**src/rtl/serial_adder_if.sv**
```systemverilog
// ============================================================================
// Module      : serial_adder_if
// Description : Operand/result bundle for the bit-serial adder. The master
//               side supplies operands and start; the slave side returns
//               busy, done and the parallel result.
// Revision    : 1.0 - initial release
// ============================================================================
`default_nettype none

interface serial_adder_if #(
    parameter int WIDTH = 8
);
    logic             start;
    logic [WIDTH-1:0] a;
    logic [WIDTH-1:0] b;
    logic             c_in;
    logic             busy;
    logic             done;
    logic [WIDTH-1:0] sum;
    logic             carry;

    modport master (
        output start, a, b, c_in,
        input  busy, done, sum, carry
    );

    modport slave (
        input  start, a, b, c_in,
        output busy, done, sum, carry
    );
endinterface

`default_nettype wire

```
**src/rtl/serial_adder.sv**
```systemverilog
// ============================================================================
// Module      : serial_adder
// Description : Bit-serial adder. Captures two WIDTH-bit operands and a
//               carry-in on start, adds one bit per clock LSB first through a
//               single full-add step, then presents {carry, sum} with a
//               one-cycle done strobe.
// Revision    : 1.0 - initial release
// ============================================================================
`default_nettype none

module serial_adder #(
    parameter int WIDTH = 8
) (
    input  wire logic     clk,
    input  wire logic     rst_n,
    serial_adder_if.slave bus
);

    localparam int            CW   = $clog2(WIDTH + 1);
    localparam logic [CW-1:0] LAST = CW'(WIDTH - 1);

    typedef enum logic [0:0] {
        ST_IDLE = 1'b0,
        ST_RUN  = 1'b1
    } state_t;

    state_t           state_q;
    logic [WIDTH-1:0] sa_q;
    logic [WIDTH-1:0] sb_q;
    logic [WIDTH-1:0] acc_q;
    logic             cr_q;
    logic [CW-1:0]    cnt_q;
    logic             busy_q;
    logic             done_q;
    logic [WIDTH-1:0] sum_q;
    logic             carry_q;

    logic             w_sbit;
    logic             w_cout;
    logic [WIDTH-1:0] acc_d;

    // One-bit full-add step on the current LSBs and the running carry.
    always_comb begin
        w_sbit = sa_q[0] ^ sb_q[0] ^ cr_q;
        w_cout = (sa_q[0] & sb_q[0]) | (cr_q & (sa_q[0] ^ sb_q[0]));
    end

    // The accumulator shifts right with the new sum bit entering at the MSB;
    // a one-bit accumulator simply takes the sum bit.
    generate
        if (WIDTH == 1) begin : g_acc_w1
            assign acc_d = w_sbit;
        end else begin : g_acc_wn
            assign acc_d = {w_sbit, acc_q[WIDTH-1:1]};
        end
    endgenerate

    // Control FSM and datapath; all outputs are registered here.
    always_ff @(posedge clk or negedge rst_n) begin
        if (!rst_n) begin
            state_q <= ST_IDLE;
            sa_q    <= '0;
            sb_q    <= '0;
            acc_q   <= '0;
            cr_q    <= 1'b0;
            cnt_q   <= '0;
            busy_q  <= 1'b0;
            done_q  <= 1'b0;
            sum_q   <= '0;
            carry_q <= 1'b0;
        end else begin
            case (state_q)
                ST_IDLE: begin
                    done_q <= 1'b0;
                    if (bus.start) begin
                        sa_q    <= bus.a;
                        sb_q    <= bus.b;
                        cr_q    <= bus.c_in;
                        cnt_q   <= '0;
                        acc_q   <= '0;
                        busy_q  <= 1'b1;
                        state_q <= ST_RUN;
                    end
                end
                ST_RUN: begin
                    sa_q  <= sa_q >> 1;
                    sb_q  <= sb_q >> 1;
                    acc_q <= acc_d;
                    cr_q  <= w_cout;
                    cnt_q <= cnt_q + CW'(1);
                    // Final bit: publish the result in the same edge.
                    if (cnt_q == LAST) begin
                        sum_q   <= acc_d;
                        carry_q <= w_cout;
                        done_q  <= 1'b1;
                        busy_q  <= 1'b0;
                        state_q <= ST_IDLE;
                    end
                end
                default: begin
                    state_q <= ST_IDLE;
                end
            endcase
        end
    end

    assign bus.busy  = busy_q;
    assign bus.done  = done_q;
    assign bus.sum   = sum_q;
    assign bus.carry = carry_q;

endmodule

`default_nettype wire
```
**src/flat_wrapper.sv**
```systemverilog
// flat-port wrapper written by rule: the top's interface ports become plain ports
module serial_adder_flat 
#(
    parameter int WIDTH = 8
)
  (clk, rst_n, bus_start, bus_a, bus_b, bus_c_in, bus_busy, bus_done, bus_sum, bus_carry);
  serial_adder_if #(.WIDTH(WIDTH)) bus_i ();
  input  wire logic clk;
  input  wire logic rst_n;
  input wire logic [$bits(bus_i.start)-1:0] bus_start;
  input wire logic [$bits(bus_i.a)-1:0] bus_a;
  input wire logic [$bits(bus_i.b)-1:0] bus_b;
  input wire logic [$bits(bus_i.c_in)-1:0] bus_c_in;
  output wire logic [$bits(bus_i.busy)-1:0] bus_busy;
  output wire logic [$bits(bus_i.done)-1:0] bus_done;
  output wire logic [$bits(bus_i.sum)-1:0] bus_sum;
  output wire logic [$bits(bus_i.carry)-1:0] bus_carry;
  assign bus_i.start = bus_start;
  assign bus_i.a = bus_a;
  assign bus_i.b = bus_b;
  assign bus_i.c_in = bus_c_in;
  assign bus_busy = bus_i.busy;
  assign bus_done = bus_i.done;
  assign bus_sum = bus_i.sum;
  assign bus_carry = bus_i.carry;
  serial_adder #(.WIDTH(WIDTH)) u_core (.clk(clk), .rst_n(rst_n), .bus(bus_i));
endmodule
```
**config.mk**
```make
export PLATFORM = sky130hd
export DESIGN_NAME = serial_adder_flat
export DESIGN_NICKNAME = d
export VERILOG_FILES = /design/src/rtl/serial_adder_if.sv /design/src/rtl/serial_adder.sv /design/src/flat_wrapper.sv
export SDC_FILE = /design/constraint.sdc
export NUM_CORES = 1
export LEC_CHECK = 0
export CAP_MARGIN = 20
export CORE_UTILIZATION = 51
export DETAILED_ROUTE_END_ITERATION = 10
export HOLD_SLACK_MARGIN = 0.15
export PLACE_DENSITY = 0.78
export SYNTH_ARGS = -nofsm -noshare
export SYNTH_HDL_FRONTEND = slang
export SYNTH_SLANG_ARGS = --single-unit
```
**constraint.sdc**
```tcl
create_clock -name clk -period 1.7 [get_ports clk]
set_input_delay 0.425 -clock clk [delete_from_list [all_inputs] [get_ports clk]]
set_output_delay 0.425 -clock clk [all_outputs]
set_load 0.1 [all_outputs]
```
* Word level (Yosys, flattened, before mapping)
Cells that the tools add are included. W data, S select, Z words.
Word-level totals: input port bits 20, flip-flop bits (word level) 41, output and inout bits 11, word-level logic and storage cells 40
Operators by class: mux-type cells 18, equal/unequal tests 3, bitwise operators 6, reduce and logical (&&, ||, !) cells 2, $add $sub $neg 1
Operator list (number):
- $pmux W8 S2 | 3
- $mux W8 | 3
- $pmux W1 S2 | 4
- $pmux W4 S2 | 1
- $mux W1 | 6
- $add A4 B1 Y4 const B | 1
- $eq A4 B3 Y1 const B | 1
- $mux W4 | 1
- $ne A2 B2 Y1 const B | 2
- $reduce_and A2 Y1 | 2
- $and A1 B1 Y1 | 2
- $xor A1 B1 Y1 | 2
- $not A1 Y1 | 1
- $or A1 B1 Y1 | 1

* Depth between registers and ports, before layout
Gate-level depths: netlist of the first run.
depth after elaboration 4, gate-level depth with buffers 5, gate-level depth less buffers 4

* Worst setup path before layout of the first run
OpenSTA, ideal clock, no wires.
kind register to register, start point reg u_core.cnt_q[0], end point reg u_core.carry_q (netlist: u_core.bus.carry), data arrival time 1.278 ns, slack 0.296 ns, library setup time 0.126 ns, stages on the path, launching flop included 5, clock period less this slack 1.404 ns, data required time 1.574 ns, path buffers 0, path through dfrtp_1 -> ha_1 -> and3b_2 -> nand2_4 -> mux2_2
Between the ends: cells in the longest elaborated chain, start to end 2
RTL lines:
- start: declaration | RTL line serial_adder.sv:32 | logic [CW-1:0] cnt_q;
- start signal: assignment | RTL line serial_adder.sv:90 | cnt_q <= cnt_q + CW'(1);
- $eq A4 B3 Y1 | RTL line serial_adder.sv:92 | if (cnt_q == LAST) begin
- $reduce_and A2 Y1 (no source line)
- end signal: assignment | RTL line serial_adder.sv:94 | carry_q <= w_cout;
- end: declaration | RTL line serial_adder.sv:36 | logic carry_q;
Every way passes these cells. A chain may end at the register's enable or synchronous reset.

* Worst setup path in the final report of the first run
Ends and elaborated chain as after synthesis.

==> results of run 1 <==
## sequential cells by signal, indices dropped and copies added, names as in the netlist
register and flops:
u_core.acc_q 7, u_core.bus.busy 1, u_core.bus.carry 1, u_core.bus.done 1, u_core.bus.sum 8, u_core.cnt_q 4
u_core.cr_q 1, u_core.sa_q 8, u_core.sb_q 8, u_core.state_q 1
## final cells by class
class / count / area [um2] / share of cell area
inverter: 1 / 3.75 / 0.00168
sequential: 40 / 1000 / 0.449
clock buffer: 5 / 37.5 / 0.0168
timing repair buffer: 37 / 473 / 0.212
clock inverter: 3 / 18.8 / 0.00842
tap: 44 / 55.1 / 0.0247
multi-input combinational: 89 / 641 / 0.287
## synth_stat cells, types with 2 or more instances
| cell type | n | share of area |
|---|---|---|
| mux2i_1 | 17 | 0.10 |
| o21ai_0 | 20 | 0.059 |
| mux2_2 | 10 | 0.066 |
| clkbuf_1 | 2 | 0.0044 |
| dfrtp_1 | 40 | 0.59 |
| nand2_1 | 19 | 0.042 |
| buf_2 | 4 | 0.012 |
| nor2_1 | 3 | 0.0066 |
| nand2b_1 | 3 | 0.011 |
| a22o_1 | 6 | 0.031 |
| buf_4 | 3 | 0.013 |
## per-layer routing
metal	track usage	up-vias	wire length (um)
li1	-	550	-
met1	0.247	563	1370
met2	0.327	24	1560
met3	0.0693	4	113
met4	0.0963	0	39
met5	0	-	0
## stage by stage
stage               hold WS [ns]  total power, mW  worst slack, ns
floorplan                  0.129             3.05            0.296
global placement           0.414             3.75            0.117
detailed placement         0.421             3.85           0.0675
CTS                        0.508             4.32            0.136
global route               0.528             4.52           0.0619
finish                     0.500             4.29            0.144
## path summary, 6_finish.rpt
check	startpoint	to	cells after the start
min in group asynchronous	rst_n	u_core.bus.sum[0]$_DFFE_PN0P_	2
min	u_core.sb_q[6]$_DFFE_PN0P_	u_core.sb_q[5]$_DFFE_PN0P_	2
min reg2reg	u_core.sb_q[6]$_DFFE_PN0P_	u_core.sb_q[5]$_DFFE_PN0P_	2
max reg2reg	u_core.cnt_q[0]$_DFFE_PN0P_	u_core.bus.carry$_DFFE_PN0P_	4
max	u_core.cnt_q[0]$_DFFE_PN0P_	u_core.bus.carry$_DFFE_PN0P_	4
max in group asynchronous	rst_n	u_core.cnt_q[0]$_DFFE_PN0P_	3
## kinds of logic (layout without fill, tap and decap cells)
kind of cell,Yosys count,count (layout),synth area share
compound gates,29,29,0.102
xor+xnor,2,2,0.0103
fa+ha+maj,2,2,0.0192
buf+inv,10,46,0.0317
flops,40,40,0.590
mux,27,27,0.167
simple gates,29,29,0.0797
## power groups by stage
stage	Clock (mW)	Combinational [mW]	Sequential [mW]
4_1_cts	0.474	2.21	1.63
5_1_grt	0.529	2.31	1.67
3_3_place_gp	0	2.13	1.62
3_5_place_dp	0	2.20	1.65
6_report	0.465	2.19	1.63
2_1_floorplan	0	0.751	2.30
## timing repair
| item | in CTS | in global routing |
|---|---|---|
| hold buffers | 1 | 0 |
| setup buffers | 0 | 0 |
| endpoints found under the hold margin | 20 | 0 |
## worst min-delay path, stage by stage, from the launching register on
cell     delay [ns]
dfrtp_1        0.37
nand2_1        0.05
o21ai_0        0.06
==> flow_summary_export.csv, run 1 <==
group,metric,value,unit
min_path,hold_path.class,"reg -> reg",
detailed_routing,drt_pass1_iterations,4,
synth,syn-num-nets,161,
synth,ys.flop_type,"dfrtp_1",
power_and_ir_drop,pwr-share-comb,0.511,
setup_path,cpPeakStageDelay,0.43,ns
cells_and_area,post-route-util,0.719,
synth,synth-edff-count,0,
timing,tightestPinTransition,0.523,ns
setup_path,critical_path_class,"reg -> reg",
synth,synth_area,1700,um2
global_route,overflow,0,
die,start_util,0.546,
timing,fmax,643,MHz
place,dpl-instance-area,2160,um2
clock_tree,clock_path_buffers,2,
timing,rsz0062_at_grt,"no",
place,gp_congestion,0.764,
synth,ys_warn_count,0,
setup_path,r2r_slack,0.14,ns
clock_tree,ctsResizeCount,0,
detailed_routing,ant_nets,0,
power_and_ir_drop,swShare,0.445,
clock_tree,clkTransAtPathRegs,0.12,ns
timing,slew_headroom,0.651,
detailed_routing,num_vias,1141,
die,fp-row-count,20,
global_route,grt_pass1_wl,5.06,mm
cells_and_area,area_growth,31.5,%
cells_and_area,drive_above_1_share,0.217,
power_and_ir_drop,p_int,2.38,mW
clock_tree,ctsHtreeMaxLevel,2,
die,core,3100,um2
setup_path,worstSetupEndpointType,"register",
clock_tree,cts_buffers,5,
synth,synth_cell_types,23,
die,dieHeight,59.7,um
die,io_pins,31,
setup_path,crit_path_max_fanout,9,
detailed_routing,first_iter_violations,25,
timing,min_period,1.56,ns
global_route,grt_pass1_vias,1086,
timing,finalHoldViolCount,0,
power_and_ir_drop,power_switching,1.91,mW
place,dpl.hpwl,2.17,mm
run_status,status,"finished clean",
cells_and_area,fin_area,2230,um2
timing,fin_skew,0.0173,ns
detailed_routing,drt-vias-per-instance,5.21,
detailed_routing,post-route-drc-count,0,
clock_tree,clk_latency,0.34,ns
clock_tree,tritoncts,"yes",
synth,synth_area_per_cell,12.2,um2
setup_path,startpoint_type,"register",
cells_and_area,diodes,0,
setup_path,cpMaxStageDelayCell,"dfrtp_1",
setup_path,path_cells,"ha_1 > and3b_2 > nand2_4 > mux2_2",
setup_path,path_buf_inv,0,
detailed_routing,avgRoutedWirePerCell,14.0,um
global_route,grt.total_usage,0.204,
power_and_ir_drop,power_density,1920,nW/um2
clock_tree,clock_sinks,40,
setup_path,critPathTopFamily,"flip-flops",
die,die_x,59.7,um
cells_and_area,fill_cells,247,
timing,slew_viol_final,0,
power_and_ir_drop,pwr-share-seq,0.380,
synth,syn_inst,139,
power_and_ir_drop,clkPwrFrac,0.108,
cells_and_area,layout_commonest_cell,"dfrtp_1",
timing,finalSetupViolCount,0,
clock_tree,root_buffer,"clkbuf_4",
global_route,antenna_found_initial,0,
place,dp.cells,210,
global_route,grt_max_degree,37,
timing,final.setup.tns,0,ns
run,maxCapViolCount,0,
cells_and_area,nets,196,
setup_path,cp.arrival,1.78,ns
synth,yosysSeqAreaShare,0.590,
timing,finalCritPeriodShare,0.915,
cells_and_area,fin_cells,219,
place,io_buffer_count,30,
setup_path,cp_data_required_time,1.92,ns
die,die_area,3560,um2
cells_and_area,final_cell_mix,"dfrtp_1 (40), o21ai_0 (20), nand2_1 (19)",
power_and_ir_drop,p_leak,1.05,nW
synth,synthArstFlopShare,1.00,
synth,synth-seq-cells,40,
power_and_ir_drop,vdd_ir_drop_max,0.00103,V
detailed_routing,wirelength,3.08,mm
Note: power is estimated with default switching activity, not from simulation.
==> run 2, diff against run 1 <==
- SLEW_MARGIN: not set -> 10
==> results of run 2 <==
The final DEF is identical to that of run 1; final timing and power are the same.
